[src/rtl/periph_bus_arbiter_pkg.sv]
// Shared definitions for the peripheral bus arbiter: FSM encoding,
// the LED GPIO base address and a one-hot to index helper.
package periph_bus_arbiter_pkg;

  typedef enum logic [1:0] {
    ST_IDLE    = 2'd0,
    ST_ISSUE   = 2'd1,
    ST_CAPTURE = 2'd2,
    ST_ACK     = 2'd3
  } arb_state_e;

  localparam logic [31:0] LED_BASE = 32'h1000_0000;

  // Widest requester vector the index helper understands.
  localparam int MAX_REQ = 32;

  // Index of the set bit in a one-hot vector (0 when no bit is set).
  function automatic logic [4:0] oh_to_idx(input logic [MAX_REQ-1:0] oh);
    logic [4:0] idx;
    idx = '0;
    for (int i = 0; i < MAX_REQ; i++) begin
      if (oh[i]) idx = 5'(i);
    end
    return idx;
  endfunction

endpackage

[src/rtl/periph_bus_arbiter_rr.sv]
// Combinational round-robin grant: the first requester at or after ptr,
// wrapping past the top index, receives a one-hot grant.
module rr_arbiter #(
  parameter int NUM_REQ = 2,
  localparam int PW = $clog2(NUM_REQ)
) (
  input  logic [NUM_REQ-1:0] req_i,
  input  logic [PW-1:0]      ptr_i,
  output logic [NUM_REQ-1:0] gnt_o
);

  logic found;
  int   pos;

  // Walk the requesters in priority order starting at ptr and grant the first one.
  always_comb begin
    gnt_o = '0;
    found = 1'b0;
    pos   = 0;
    for (int k = 0; k < NUM_REQ; k++) begin
      pos = int'(ptr_i) + k;
      if (pos >= NUM_REQ) pos = pos - NUM_REQ;
      for (int j = 0; j < NUM_REQ; j++) begin
        if (!found && (j == pos) && req_i[j]) begin
          gnt_o[j] = 1'b1;
          found    = 1'b1;
        end
      end
    end
  end

endmodule

[src/rtl/periph_bus_arbiter.sv]
// Shares one GPIO-style register port between NUM_REQ bus masters.
// One peripheral access per grant, round-robin between masters; the read
// and write strobes are only driven in ISSUE and never together.
module periph_bus_arbiter
  import periph_bus_arbiter_pkg::*;
#(
  parameter int NUM_REQ = 2,
  parameter int AW      = 32,
  parameter int DW      = 32
) (
  input  logic                    clk,
  input  logic                    rst,
  input  logic [NUM_REQ-1:0]      m_req,
  input  logic [NUM_REQ-1:0]      m_rd,
  input  logic [NUM_REQ*AW-1:0]   m_addr,
  input  logic [NUM_REQ*DW-1:0]   m_wdata,
  input  logic [NUM_REQ*DW/8-1:0] m_wstrb,
  output logic [NUM_REQ-1:0]      m_ack,
  output logic [DW-1:0]           m_rdata,
  output logic                    busy,
  output logic [AW-1:0]           p_addr,
  output logic [DW-1:0]           p_data_in,
  output logic                    p_rd_strobe,
  output logic [DW/8-1:0]         p_wr_strobe,
  input  logic [DW-1:0]           p_data_out
);

  localparam int SW = DW / 8;
  localparam int PW = $clog2(NUM_REQ);

  arb_state_e         state_q, state_d;
  logic [PW-1:0]      ptr_q, ptr_d;
  logic [NUM_REQ-1:0] gnt;
  logic [NUM_REQ-1:0] gnt_q;
  logic               rd_q;
  logic [AW-1:0]      addr_q;
  logic [DW-1:0]      wdata_q;
  logic [SW-1:0]      wstrb_q;
  logic [DW-1:0]      rdata_q;
  logic [4:0]         g_idx;

  logic               sel_rd;
  logic [AW-1:0]      sel_addr;
  logic [DW-1:0]      sel_wdata;
  logic [SW-1:0]      sel_wstrb;

  rr_arbiter #(.NUM_REQ(NUM_REQ)) u_rr (
    .req_i (m_req),
    .ptr_i (ptr_q),
    .gnt_o (gnt)
  );

  // Pick the payload of the granted master out of the flattened buses.
  always_comb begin
    sel_rd    = 1'b0;
    sel_addr  = '0;
    sel_wdata = '0;
    sel_wstrb = '0;
    for (int i = 0; i < NUM_REQ; i++) begin
      if (gnt[i]) begin
        sel_rd    = m_rd[i];
        sel_addr  = m_addr[i*AW +: AW];
        sel_wdata = m_wdata[i*DW +: DW];
        sel_wstrb = m_wstrb[i*SW +: SW];
      end
    end
  end

  // State register.
  always_ff @(posedge clk) begin
    if (rst) state_q <= ST_IDLE;
    else     state_q <= state_d;
  end

  // Next-state logic: reads take the extra CAPTURE cycle for registered peripheral data.
  always_comb begin
    state_d = state_q;
    unique case (state_q)
      ST_IDLE:    if (|m_req) state_d = ST_ISSUE;
      ST_ISSUE:   state_d = rd_q ? ST_CAPTURE : ST_ACK;
      ST_CAPTURE: state_d = ST_ACK;
      ST_ACK:     state_d = ST_IDLE;
      default:    state_d = ST_IDLE;
    endcase
  end

  // Outputs decoded from state: strobes only in ISSUE, ack only in ACK.
  always_comb begin
    m_ack       = '0;
    p_rd_strobe = 1'b0;
    p_wr_strobe = '0;
    busy        = (state_q != ST_IDLE);
    if (state_q == ST_ISSUE) begin
      if (rd_q) p_rd_strobe = 1'b1;
      else      p_wr_strobe = wstrb_q;
    end
    if (state_q == ST_ACK) m_ack = gnt_q;
  end

  // Round-robin pointer moves to the master after the one just acknowledged.
  always_comb begin
    g_idx = oh_to_idx(MAX_REQ'(gnt_q));
    ptr_d = ptr_q;
    if (state_q == ST_ACK) begin
      ptr_d = (int'(g_idx) == NUM_REQ - 1) ? '0 : PW'(g_idx + 5'd1);
    end
  end

  // Grant/payload latches, captured read data and the pointer.
  always_ff @(posedge clk) begin
    if (rst) begin
      ptr_q   <= '0;
      gnt_q   <= '0;
      rd_q    <= 1'b0;
      addr_q  <= '0;
      wdata_q <= '0;
      wstrb_q <= '0;
      rdata_q <= '0;
    end else begin
      ptr_q <= ptr_d;
      if (state_q == ST_IDLE && |m_req) begin
        gnt_q   <= gnt;
        rd_q    <= sel_rd;
        addr_q  <= sel_addr;
        wdata_q <= sel_wdata;
        wstrb_q <= sel_wstrb;
      end
      if (state_q == ST_CAPTURE) rdata_q <= p_data_out;
    end
  end

  assign m_rdata   = rdata_q;
  assign p_addr    = addr_q;
  assign p_data_in = wdata_q;

endmodule
[config.mk]
export PLATFORM = sky130hd
export DESIGN_NAME = periph_bus_arbiter
export DESIGN_NICKNAME = d
export VERILOG_FILES = /design/src/rtl/periph_bus_arbiter_pkg.sv /design/src/rtl/periph_bus_arbiter_rr.sv /design/src/rtl/periph_bus_arbiter.sv
export SDC_FILE = /design/constraint.sdc
export NUM_CORES = 1
export LEC_CHECK = 0
export ABC_AREA = 1
export BUFFER_PORTS_ARGS = -buffer_cell sky130_fd_sc_hd__buf_4
export CAP_MARGIN = 20
export CORE_ASPECT_RATIO = 1.4
export CORE_UTILIZATION = 35
export DETAILED_ROUTE_END_ITERATION = 8
export HOLD_SLACK_MARGIN = 0.1
export PLACE_DENSITY = 0.66
export SYNTH_ARGS = -nofsm -noshare
export SYNTH_HDL_FRONTEND = slang
export SYNTH_SLANG_ARGS = --single-unit
[constraint.sdc]
create_clock -name clk -period 3.9 [get_ports clk]
set_clock_uncertainty 0.2 [all_clocks]
set_input_delay 0.78 -clock clk [delete_from_list [all_inputs] [get_ports clk]]
set_output_delay 0.78 -clock clk [all_outputs]
set_load 0.01 [all_outputs]
* Yosys cells after proc, flatten, opt, wreduce, memory -nomap -nowiden
Index checks and enable logic that the tools add are counted.
Widths: inputs -> output; s select.
** Storage, ports and cells
- Bits of input ports :: 174
- Word-level logic and storage cells :: 63
- Output and inout port bits :: 104
- Register bits :: 106
** Operators by class
- Eq/ne operators :: 7
- Order comparisons :: 2
- Muxes and demuxes :: 26
- Reduce and logical (&&, ||, !) cells :: 16
- $add $sub $neg :: 4
** Operators with widths (count)
- $mux 32 :: 6
- $eq 2x32->1 const A :: 2
- $logic_not 32->1 :: 2
- $ge 32x3->1 const B :: 1
- $sub 32x3->32 const B :: 1
- $mux 4 :: 4
- $mux 1 :: 13
- $logic_and 1x1->1 :: 8
- $pmux 2 s4 :: 1
- $eq 5x2->1 const B :: 1
- $eq 2x2->1 const B :: 2
- $mux 2 :: 2
- $logic_not 1->1 :: 3
- $sub 1x2->3 const B :: 1
- $add 1x1->2 const B :: 1
- $eq 2x1->1 const B :: 1
- $ge 1x2->1 const B :: 1
- $logic_not 2->1 :: 1
- $ne 2x2->1 const B :: 1
- $reduce_bool 2->1 :: 1
- $reduce_or 2->1 :: 1
- $add 1x1->1 const B :: 1

* Longest topological paths before layout
Gate-level depths: netlist (run 1).
- Depth after elaboration :: 18
- Mapped depth :: 9
- Gate-level depth less buffers :: 7

* Modules after synthesis
A second synthesis (run 1) with hierarchy kept.
** Second synthesis, totals
- Cell total of the unflattened synthesis :: 711
- Area, all modules :: 4934.7 µm²
** Modules (own cells, without submodules)
- periph_bus_arbiter :: cells an instance 706, instances 1, seq. area each 2122.0 µm², area an instance 4914.7 µm²
- rr_arbiter :: cells an instance 5, instances 1, seq. area each 0.0 µm², area an instance 20.0 µm²

* Worst setup path before layout (run 1)
OpenSTA, ideal clock, no wires.
- Kind :: flip-flop to output port
- Start point :: reg state_q[0]
- End point :: out busy
- Cell stages (with the launch flop) :: 7
- Path buffers :: 3
- Path slack :: 1.699 ns
- Data arrival time :: 1.221 ns
- Required time :: 2.920 ns
- Cells stage by stage :: dfxtp_1 inv_1 ha_1 buf_2 buf_2 buf_2 inv_1
** On the way
- Longest elaborated chain between the ends :: 1
** Ends and longest elaborated chain
- from (decl) :: RTL line periph_bus_arbiter.sv:31 : arb_state_e state_q, state_d;
- from (signal assigned) :: RTL line periph_bus_arbiter.sv:72 : else state_q <= state_d;
- $reduce_bool 2->1 :: RTL line periph_bus_arbiter.sv:92 : busy = (state_q != ST_IDLE);
- to (decl) :: RTL line periph_bus_arbiter.sv:20 : output logic busy,
Every way passes these cells.

* Final worst setup path (run 1)
- Start point :: reg state_q[0]
- End point :: reg rdata_q[3], in the netlist m_rdata[3]
** On the way
- Longest elaborated chain between the ends :: 1
** Ends and longest elaborated chain
- $eq 2x2->1 :: RTL line periph_bus_arbiter.sv:128 : if (state_q == ST_CAPTURE) rdata_q <= p_data_out;
- to (signal assigned) :: RTL line periph_bus_arbiter.sv:128
- to (decl) :: RTL line periph_bus_arbiter.sv:39 : logic [DW-1:0] rdata_q;
Every way passes these cells.
A chain may end at the register's enable or synchronous reset.

==> results of run 1 <==
==> path summary, 6_finish.rpt <==
check | startpoint | slack (ps) | endpoint | cells after the start
max reg2reg | state_q[0] | 1240 | m_rdata[3] | 5
max | state_q[0] | 1240 | m_rdata[3] | 5
min | gnt_q[0] | 270 | gnt_q[0] | 2
min reg2reg | gnt_q[0] | 270 | gnt_q[0] | 2
==> power by group through the flow <==
stage	combinational, uW	sequential, uW	clock (uW)
finish	2310	1620	888
global route	2570	1660	958
CTS	2340	1620	917
detailed placement	2330	1640	0
global placement	2310	1630	0
floorplan	1200	1760	0
==> per-stage QoR <==
step / total power [uW] / instances / area, sq um / hold slack (ps) / utilization (%)
2_1_floorplan: 2970 / 768 / 5040 / 240 / -
3_3_place_gp: 3940 / 1180 / 7200 / 249 / 51.5
3_5_place_dp: 3970 / 1180 / 7200 / 259 / 51.5
4_1_cts: 4870 / 1196 / 7480 / 272 / 53.5
5_1_grt: 5190 / 1196 / 7480 / 302 / 53.5
6_report: 4810 / 1196 / 7480 / 274 / 53.5
==> registers in the layout (all words and copies together), names as in the netlist <==
register   flops
p_addr        32
state_q        2
ptr_q          1
m_rdata       32
wstrb_q        4
p_data_in     32
rd_q           1
gnt_q          2
==> layer usage <==
metal	up-vias	wire length, microns	track usage, %
li1	2920	-	-
met1	2495	6680	25.0
met2	220	8340	38.2
met3	37	1190	4.64
met4	0	619	9.04
met5	-	0	0
==> cell families (layout without fill, tap and decap cells) <==
kind of cell / count (synthesis) / count (layout) / synth area share (%)
and+or+nand+nor: 455 / 455 / 39.6
buffers and inverters: 153 / 396 / 11.9
DFF: 106 / 106 / 42.1
AOI/OAI and AO/OA: 49 / 49 / 5.09
adders and majority gates: 5 / 5 / 1.24
==> area by class of cell <==
type | count | area (sq um) | area share (%)
multi-input combinational | 509 | 2330 | 31.2
timing repair buffer | 286 | 2160 | 28.9
clock buffer | 10 | 229 | 3.06
tap | 185 | 231 | 3.09
inverter | 94 | 353 | 4.72
sequential | 106 | 2120 | 28.4
clock inverter | 6 | 55.1 | 0.736
==> worst max-delay path: cells and delay by family (launching register included) <==
| family | cells | cell delay, ps |
|---|---|---|
| buf+inv | 2 | 860 |
| fa+ha+maj | 1 | 800 |
| flops | 1 | 350 |
| simple gates | 2 | 330 |
==> layout by cell type (no fill, tap or decap), drive strengths merged <==
cell | Yosys | layout
nand4 | 84 | 84
nor2 | 173 | 173
nand2 | 140 | 140
inv | 94 | 98
o21ai | 35 | 35
ha | 5 | 5
a21oi | 14 | 14
nand3 | 58 | 58
dfxtp | 106 | 106
clkbuf | 35 | 10
clkinv | 0 | 2
buf | 24 | 286
==> run_results.csv, run 1 <==
group,metric,value,unit
status,status,"finished, final reports clean",
place,gp_congestion,0.774,
worst_setup_path,path_cells,"inv_1 > ha_1 > inv_1 > nor2_1 > nor2_1",
clocking,path_clk_slew,70,ps
clocking,ctsResizeCount,0,
clocking,clock_latency,340,ps
floorplan,chipWidth,103,microns
synthesis,ys_async_sr_fraction,0,%
drt,viasPerCell,4.74,
final_layout,fillCellCount,1455,
sta,tightest_slew,978,ps
sta,fmax,0.376,GHz
power,seq_power_share,33.6,%
final_layout,drive_gt1_share,30.4,%
synthesis,synth_edf_count,0,
clocking,htree_num_levels,3,
worst_setup_path,slowest_delay,800,ps
floorplan,start_util,36.1,%
power,p_clk_share,18.5,%
sta,finalHoldViolations,0,
global_routing,grt_max_degree,64,
clocking,numClockSinks,106,
worst_setup_path,worstPathArrival,2690,ps
sta,worst_slack,1240,ps
synthesis,yosys_warnings,0,
synthesis,syn_nets,947,
sta,min_period,2660,ps
floorplan,die-height,144,microns
worst_setup_path,cp_slowest_cell,"ha_1",
worst_setup_path,crit_required,3930,ps
power,switchingPower,1960,uW
worst_setup_path,crit_path_end_kind,"flip-flop",
floorplan,num_rows,51,
synthesis,syn_inst,768,
power,p_per_area,643,mW/mm^2
global_routing,overflow,0,
drt,antenna_left,0,
power,irDropWorstVdd,0.000358,V
floorplan,ios,278,
drt,detail_route.wl_per_cell,14.1,microns
synthesis,synth.cell_area,0.00504,sq mm
synthesis,netlist.area_leader.share,42.1,%
sta,min_period_over_period,68.1,%
power,power.leakage,0.00410,uW
drt,drc,0,
synthesis,synth.most_common_cell,"nor2_1",
clocking,post_cts_buffers,0,
clocking,clockBufferDepth,2,
global_routing,grt_pass1_wl,25200,microns
min_path,hp-class,"flip-flop to flip-flop",
run,maxCapViolations,0,
floorplan,die_area,0.0149,sq mm
synthesis,synth_seq_cells,106,
drt,drt_iter0_drc,209,
clocking,root_buffer,"clkbuf_16",
place,io_buffers,277,
sta,slew_violations,0,
place,dp_slack,1050,ps
worst_setup_path,start_kind,"flip-flop",
power,pwr-share-comb,47.9,%
drt,vias,5672,
worst_setup_path,path_class,"flip-flop to flip-flop",
synthesis,yosysUniqueCellTypes,17,
power,intPower,2840,uW
global_routing,grt_pass1_vias,5181,
floorplan,core,0.0140,sq mm
place,dp_hpwl,11500,microns
synthesis,synth_top_area_cell,"dfxtp_1",
final_layout,area_growth,48.4,%
global_routing,track_usage,21.7,%
synthesis,ys_top_cells_by_count,"173 x nor2_1, 139 x nand2_1, 106 x dfxtp_1",
drt,firstDrtPassIters,7,
sta,finalSetupViolations,0,
clocking,postCtsHoldBufs,0,
synthesis,syn_avg_cell_area,6.56,sq um
synthesis,yosysSeqAreaShare,42.1,%
synthesis,ys.flop_type,"dfxtp_1",
worst_setup_path,path_max_fanout,33,
final_layout,nets,1185,
synthesis,synth_area_leaders,"dfxtp_1 42%, nor2_1 13%, nand4_1 10%",
clocking,cts_buffers,9,
global_routing,grt_antenna_before_repair,0,
sta,rsz0062_at_grt,"no",
sta,fin_setup_tns,0,ps
clocking,cts_tree,"done",
power,power.share.switching,40.9,%
drt,wirelength,16800,microns
sta,relSlewSlack,34.7,%
final_layout,antenna_cells,0,
No activity file was read; power rests on OpenSTA's default activity.
==> inputs of run 2 (changes only) <==
==> constraint.sdc (replaced) <==
create_clock -name clk -period 2.5 [get_ports clk]
set_clock_uncertainty 0.2 [all_clocks]
set_input_delay 0.5 -clock clk [delete_from_list [all_inputs] [get_ports clk]]
set_output_delay 0.5 -clock clk [all_outputs]
set_load 0.01 [all_outputs]
==> run 2 against run 1 <==
  * Sequential cell count stayed put
  * Power is 57% higher
  * Largest power group unchanged
  * Via count down 0.33%
  * Utilization up 0.56 points
  * Clock-buffer cell count shrank 1
  * Register-to-register slack worse by 680 ps
  * Global-route usage down 0.075 points
  * Non-clock buffer count grew 7
  * Setup slack got worse by 940 ps
  * Sequential share of layout area fell by 0.30 points
  * First-iteration DRC count shrank 19%
  * Highest routed layer unchanged
  * Final area is 1.1% higher
==> run_results.csv, run 2 (synthesis results as in run 1) <==
group,metric,value,unit
status,status,"finished, final reports clean",
worst_setup_path,r2r_end,"p_addr[21]",
global_routing,track_usage,21.6,%
drt,viasPerCell,4.70,
run,maxCapViolations,0,
final_layout,regArea,0.00212,sq mm
sta,slew_violations,0,
drt,wirelength,16800,microns
final_layout,most-common-layout-cells,"290 x buf_4, 173 x nor2_1, 138 x nand2_1, 106 x dfxtp_1, 93 x inv_1",
floorplan,die_area,0.0149,sq mm
power,p_per_area,1000,mW/mm^2
worst_setup_path,r2r_cells,8,
global_routing,grt_pass1_vias,4984,
worst_setup_path,crit_path_end_kind,"primary output",
sta,finalHoldViolations,0,
clocking,numClockSinks,106,
sta,min_period_over_period,88.0,%
worst_setup_path,path_class,"flip-flop to primary output",
clocking,cts_tree,"done",
clocking,ctsResizeCount,0,
sta,fin_setup_tns,0,ps
clocking,htree_num_levels,3,
global_routing,grt_antenna_before_repair,0,
worst_setup_path,start_kind,"flip-flop",
power,power.leakage,0.00413,uW
floorplan,chipWidth,103,microns
drt,drc,0,
final_layout,multi_input_area,0.00233,sq mm
final_layout,nets,1192,
min_path,holdPathEnd,"m_rdata[10]",
worst_setup_path,crit_family,"flip-flops",
global_routing,grt_pass1_wl,24900,microns
floorplan,die-height,144,microns
sta,finalSetupViolations,0,
final_layout,drive_gt1_share,30.9,%
worst_setup_path,slowest_delay,340,ps
sta,min_period,2200,ps
drt,detail_route.wl_per_cell,13.9,microns
sta,relSlewSlack,64.2,%
power,intPower,4480,uW
drt,drt_iter0_drc,170,
global_routing,overflow,0,
drt,antenna_left,0,
worst_setup_path,worstPathArrival,1500,ps
sta,worst_slack,299,ps
floorplan,ios,278,
power,switchingPower,3080,uW
floorplan,num_rows,51,
clocking,root_buffer,"clkbuf_16",
clocking,clock_latency,350,ps
final_layout,final_common_cell,"buf_4",
worst_setup_path,worst-path-buf-inv,2,
final_layout,antenna_cells,0,
clocking,cts_buffers,9,
worst_setup_path,cp_slowest_cell,"dfxtp_1",
floorplan,core,0.0140,sq mm
worst_setup_path,cp_num_cells,5,
place,dp_hpwl,11700,microns
worst_setup_path,path_max_fanout,5,
power,p_clk_share,18.5,%
sta,fmax,0.454,GHz
min_path,hold_depth,3,
floorplan,start_util,36.1,%
final_layout,fillCellCount,1384,
power,pwr-share-comb,48.2,%
power,irDropWorstVdd,0.000473,V
drt,vias,5653,
sta,tightest_slew,537,ps
power,seq_power_share,33.3,%
worst_setup_path,rrSetupSlack,560,ps
worst_setup_path,path_cells,"inv_1 > ha_1 > nand2_1 > nor2_1 > buf_4",
min_path,worstHoldStart,"p_data_out[10]",
clocking,postCtsHoldBufs,0,
sta,rsz0062_at_grt,"no",
place,dp_slack,579,ps
drt,firstDrtPassIters,4,
final_layout,area_growth,50.0,%
min_path,hp-class,"primary input to flip-flop",
clocking,clockBufferDepth,2,
clocking,post_cts_buffers,0,
place,gp_congestion,0.778,
place,io_buffers,277,
worst_setup_path,crit_required,1800,ps
global_routing,grt_max_degree,63,
worst_setup_path,reg2reg_from,"state_q[0]",
clocking,path_clk_slew,80,ps
power,power.share.switching,40.8,%
-- run 2: cell types whose count changed in the layout (fill, tap and decap cells not counted) --
cell        change
buf_4           +5
buf_12          +2
clkinv_4        -2
clkinvlp_4      +2
clkbuf_1        -1
clkinv_2        +1
inv_6           -1
inv_8           +1
-- run 2: cell type report --
class / count / area share (%)
multi-input combinational: 509 / 30.8
timing repair buffer: 293 / 29.6
sequential: 106 / 28.1
inverter: 94 / 4.67
tap: 185 / 3.06
clock buffer: 9 / 2.98
clock inverter: 7 / 0.794
-- run 2: worst max-delay path by stage --
| stage | startpoint | to | slack (ps) |
|---|---|---|---|
| 6_report | state_q[1] | p_wr_strobe[3] | 300 |
| 5_1_grt | state_q[1] | p_wr_strobe[2] | 150 |
| 4_1_cts | state_q[1] | p_wr_strobe[2] | 280 |
| 3_5_place_dp | state_q[0] | state_q[0] | 580 |
| 3_3_place_gp | m_req[1] | p_data_in[4] | 620 |
| 2_1_floorplan | state_q[0] | busy | 580 |
-- run 2: power by group through the flow --
| stage | Clock, uW | Sequential (uW) | Combinational [uW] |
|---|---|---|---|
| 6_report | 1400 | 2520 | 3650 |
| 3_3_place_gp | 0 | 2540 | 3650 |
| 2_1_floorplan | 0 | 2750 | 1880 |
| 3_5_place_dp | 0 | 2550 | 3660 |
| 4_1_cts | 1440 | 2520 | 3670 |
| 5_1_grt | 1490 | 2580 | 4060 |
-- run 2: worst register-to-register path, stage by stage, from the launching register on --
cell and delay [ps]:
dfxtp_1 350, inv_1 150, ha_4 350, o21ai_4 100
buf_4 260, inv_2 220, nand3_1 100, nand2_1 70
inv_1 40
-- run 2: per-layer routing --
layer	part of all wire [%]	GRT usage [%]
met2	50	37.4
met1	41	25.7
met4	2.8	8.30
met3	6.6	4.74
met5	0	0
-- run 2: stage by stage --
stage	util [%]	power [uW]	cell area (sq um)	std cells	hold WS, ps
2_1_floorplan	-	4630	5040	768	240
3_3_place_gp	52.1	6190	7280	1187	251
5_1_grt	54.1	8140	7560	1203	163
6_report	54.1	7560	7560	1203	157
3_5_place_dp	52.1	6210	7280	1187	260
4_1_cts	54.1	7640	7560	1203	149
==> inputs of run 3 (changes only) <==
--- a/config.mk
+++ b/config.mk
@@ -9,7 +9,9 @@
 export BUFFER_PORTS_ARGS = -buffer_cell sky130_fd_sc_hd__buf_4
 export CAP_MARGIN = 20
 export CORE_ASPECT_RATIO = 1.4
+export CORE_MARGIN = 2
 export CORE_UTILIZATION = 35
+export CTS_CLUSTER_DIAMETER = 50
 export DETAILED_ROUTE_END_ITERATION = 8
 export HOLD_SLACK_MARGIN = 0.1
 export PLACE_DENSITY = 0.66
==> run 3 against run 2 <==
  * Register-to-register slack improved by 80 ps
  * Sequential share of layout area about the same
  * Final cell count about the same
  * Final area about the same
  * Power decreased by 0.30%
  * Combinational power about the same
  * Die area increased by 3.3%
  * Via count increased by 1.7%
  * Sequential power about the same
  * Largest cell class unchanged
  * First-iteration DRC count increased by 43%
  * Clock power decreased by 3%
==> run_results.csv, run 3 (synthesis results as in run 1) <==
group,metric,value,unit
drt,vias,5749,
drt,viasPerCell,4.77,
floorplan,ios,278,
worst_setup_path,critical_path.endpoint,"p_wr_strobe[0]",
power,pwr-share-comb,48.5,%
power,seq_power_share,33.4,%
status,status,"finished, final reports clean",
worst_setup_path,path_max_fanout,5,
drt,drt_iter0_drc,243,
final_layout,final_common_cell,"buf_4",
sta,tightest_slew,459,ps
drt,wl_met3,971,microns
final_layout,most-common-layout-cells,"291 x buf_4, 173 x nor2_1, 138 x nand2_1, 106 x dfxtp_1, 93 x inv_1",
sta,finalHoldViolations,0,
drt,wl_met1,6990,microns
place,dp_hpwl,12100,microns
worst_setup_path,r2r_end,"state_q[0]",
place,io_buffers,277,
power,p_clk_share,18.1,%
clocking,root_buffer,"clkbuf_16",
sta,fin_setup_tns,0,ps
global_routing,grt_max_degree,51,
worst_setup_path,crit_required,1800,ps
worst_setup_path,crit_path_end_kind,"primary output",
final_layout,area_growth,50.1,%
sta,finalSetupViolations,0,
power,irDropWorstVdd,0.000512,V
power,power,7540,uW
place,gp_congestion,0.830,
drt,firstDrtPassIters,4,
clocking,ctsResizeCount,0,
sta,fmax,0.436,GHz
min_path,hp-class,"primary input to flip-flop",
global_routing,track_usage,21.4,%
power,switchingPower,3060,uW
worst_setup_path,worstPathArrival,1590,ps
worst_setup_path,r2r_cells,7,
floorplan,num_rows,51,
worst_setup_path,reg2reg_from,"state_q[0]",
floorplan,die_area,0.0154,sq mm
worst_setup_path,startpoint,"state_q[1]",
power,power.share.switching,40.6,%
final_layout,fillCellCount,1411,
power,power.leakage,0.00414,uW
worst_setup_path,start_kind,"flip-flop",
final_layout,nets,1193,
clocking,post_cts_buffers,0,
clocking,clockBufferDepth,2,
clocking,cts_buffers,9,
sta,min_period_over_period,91.7,%
sta,rsz0062_at_grt,"no",
clocking,path_clk_slew,80,ps
sta,relSlewSlack,69.4,%
drt,top_layer_used,"met4",
global_routing,grt_antenna_before_repair,0,
power,intPower,4480,uW
global_routing,grt_pass1_vias,5319,
drt,detail_route.wl_per_cell,14.2,microns
floorplan,core,0.0140,sq mm
sta,min_period,2290,ps
clocking,htree_num_levels,3,
global_routing,overflow,0,
floorplan,chipWidth,105,microns
drt,wl_met2,8700,microns
worst_setup_path,path_class,"flip-flop to primary output",
clocking,clock_latency,340,ps
worst_setup_path,rrSetupSlack,640,ps
final_layout,drive_gt1_share,31.0,%
global_routing,grt_pass1_wl,27000,microns
sta,slew_violations,0,
run,maxCapViolations,0,
drt,wirelength,17100,microns
clocking,cts_tree,"done",
power,p_per_area,996,mW/mm^2
drt,antenna_left,0,
drt,drc,0,
clocking,numClockSinks,106,
final_layout,antenna_cells,0,
clocking,postCtsHoldBufs,0,
floorplan,start_util,36.1,%
floorplan,die-height,146,microns
-- run 3: cell types whose count changed in the layout (fill, tap and decap cells not counted), sizes merged --
cell and change:
clkinvlp -1, buf +1, clkinv +1
-- run 3: layout make-up --
class | instances | area, sq um | area share, %
clock buffer | 9 | 225 | 2.98
clock inverter | 7 | 58.8 | 0.777
inverter | 94 | 353 | 4.66
multi-input combinational | 509 | 2330 | 30.8
sequential | 106 | 2120 | 28.0
tap | 185 | 231 | 3.06
timing repair buffer | 294 | 2240 | 29.7
-- run 3: worst max-delay path, cell delays in order (launching register included) --
cell	delay (ps)
dfxtp_1	350
inv_1	150
ha_1	190
nand2_1	150
nor2_1	240
buf_4	170
-- run 3: power groups by stage --
| stage | clock network (uW) | registers, uW | logic [uW] |
|---|---|---|---|
| 2_1_floorplan | 0 | 2750 | 1880 |
| 3_3_place_gp | 0 | 2540 | 3660 |
| 3_5_place_dp | 0 | 2550 | 3680 |
| 4_1_cts | 1420 | 2520 | 3690 |
| 5_1_grt | 1480 | 2580 | 4070 |
| 6_report | 1360 | 2520 | 3650 |
-- run 3: stage by stage --
| step | hold WS, ps | util [%] | instance area [sq um] | worst slack (ps) | cells |
|---|---|---|---|---|---|
| global route | 163 | 54.1 | 7570 | 117 | 1204 |
| global placement | 251 | 52.1 | 7280 | 587 | 1188 |
| floorplan | 240 | - | 5040 | 579 | 768 |
| finish | 169 | 54.1 | 7570 | 208 | 1204 |
| CTS | 156 | 54.1 | 7570 | 177 | 1204 |
| detailed placement | 258 | 52.1 | 7280 | 570 | 1188 |
-- run 3: worst min path at each step --
stage,from,end,slack [ps],depth (start not counted)
after floorplan,gnt_q[0],gnt_q[0],240,2
after global placement,gnt_q[0],gnt_q[0],250,2
after detailed placement,gnt_q[0],gnt_q[0],260,2
after CTS,p_data_out[11],m_rdata[11],160,3
after global routing,p_data_out[10],m_rdata[10],160,3
final,p_data_out[11],m_rdata[11],170,3
-- run 3: per-layer routing --
metal  vias up  global-route usage (%)
met4         0                    8.00
li1       2934                       -
met2       196                    38.1
met1      2592                    25.5
met5         -                       0
met3        27                    3.85
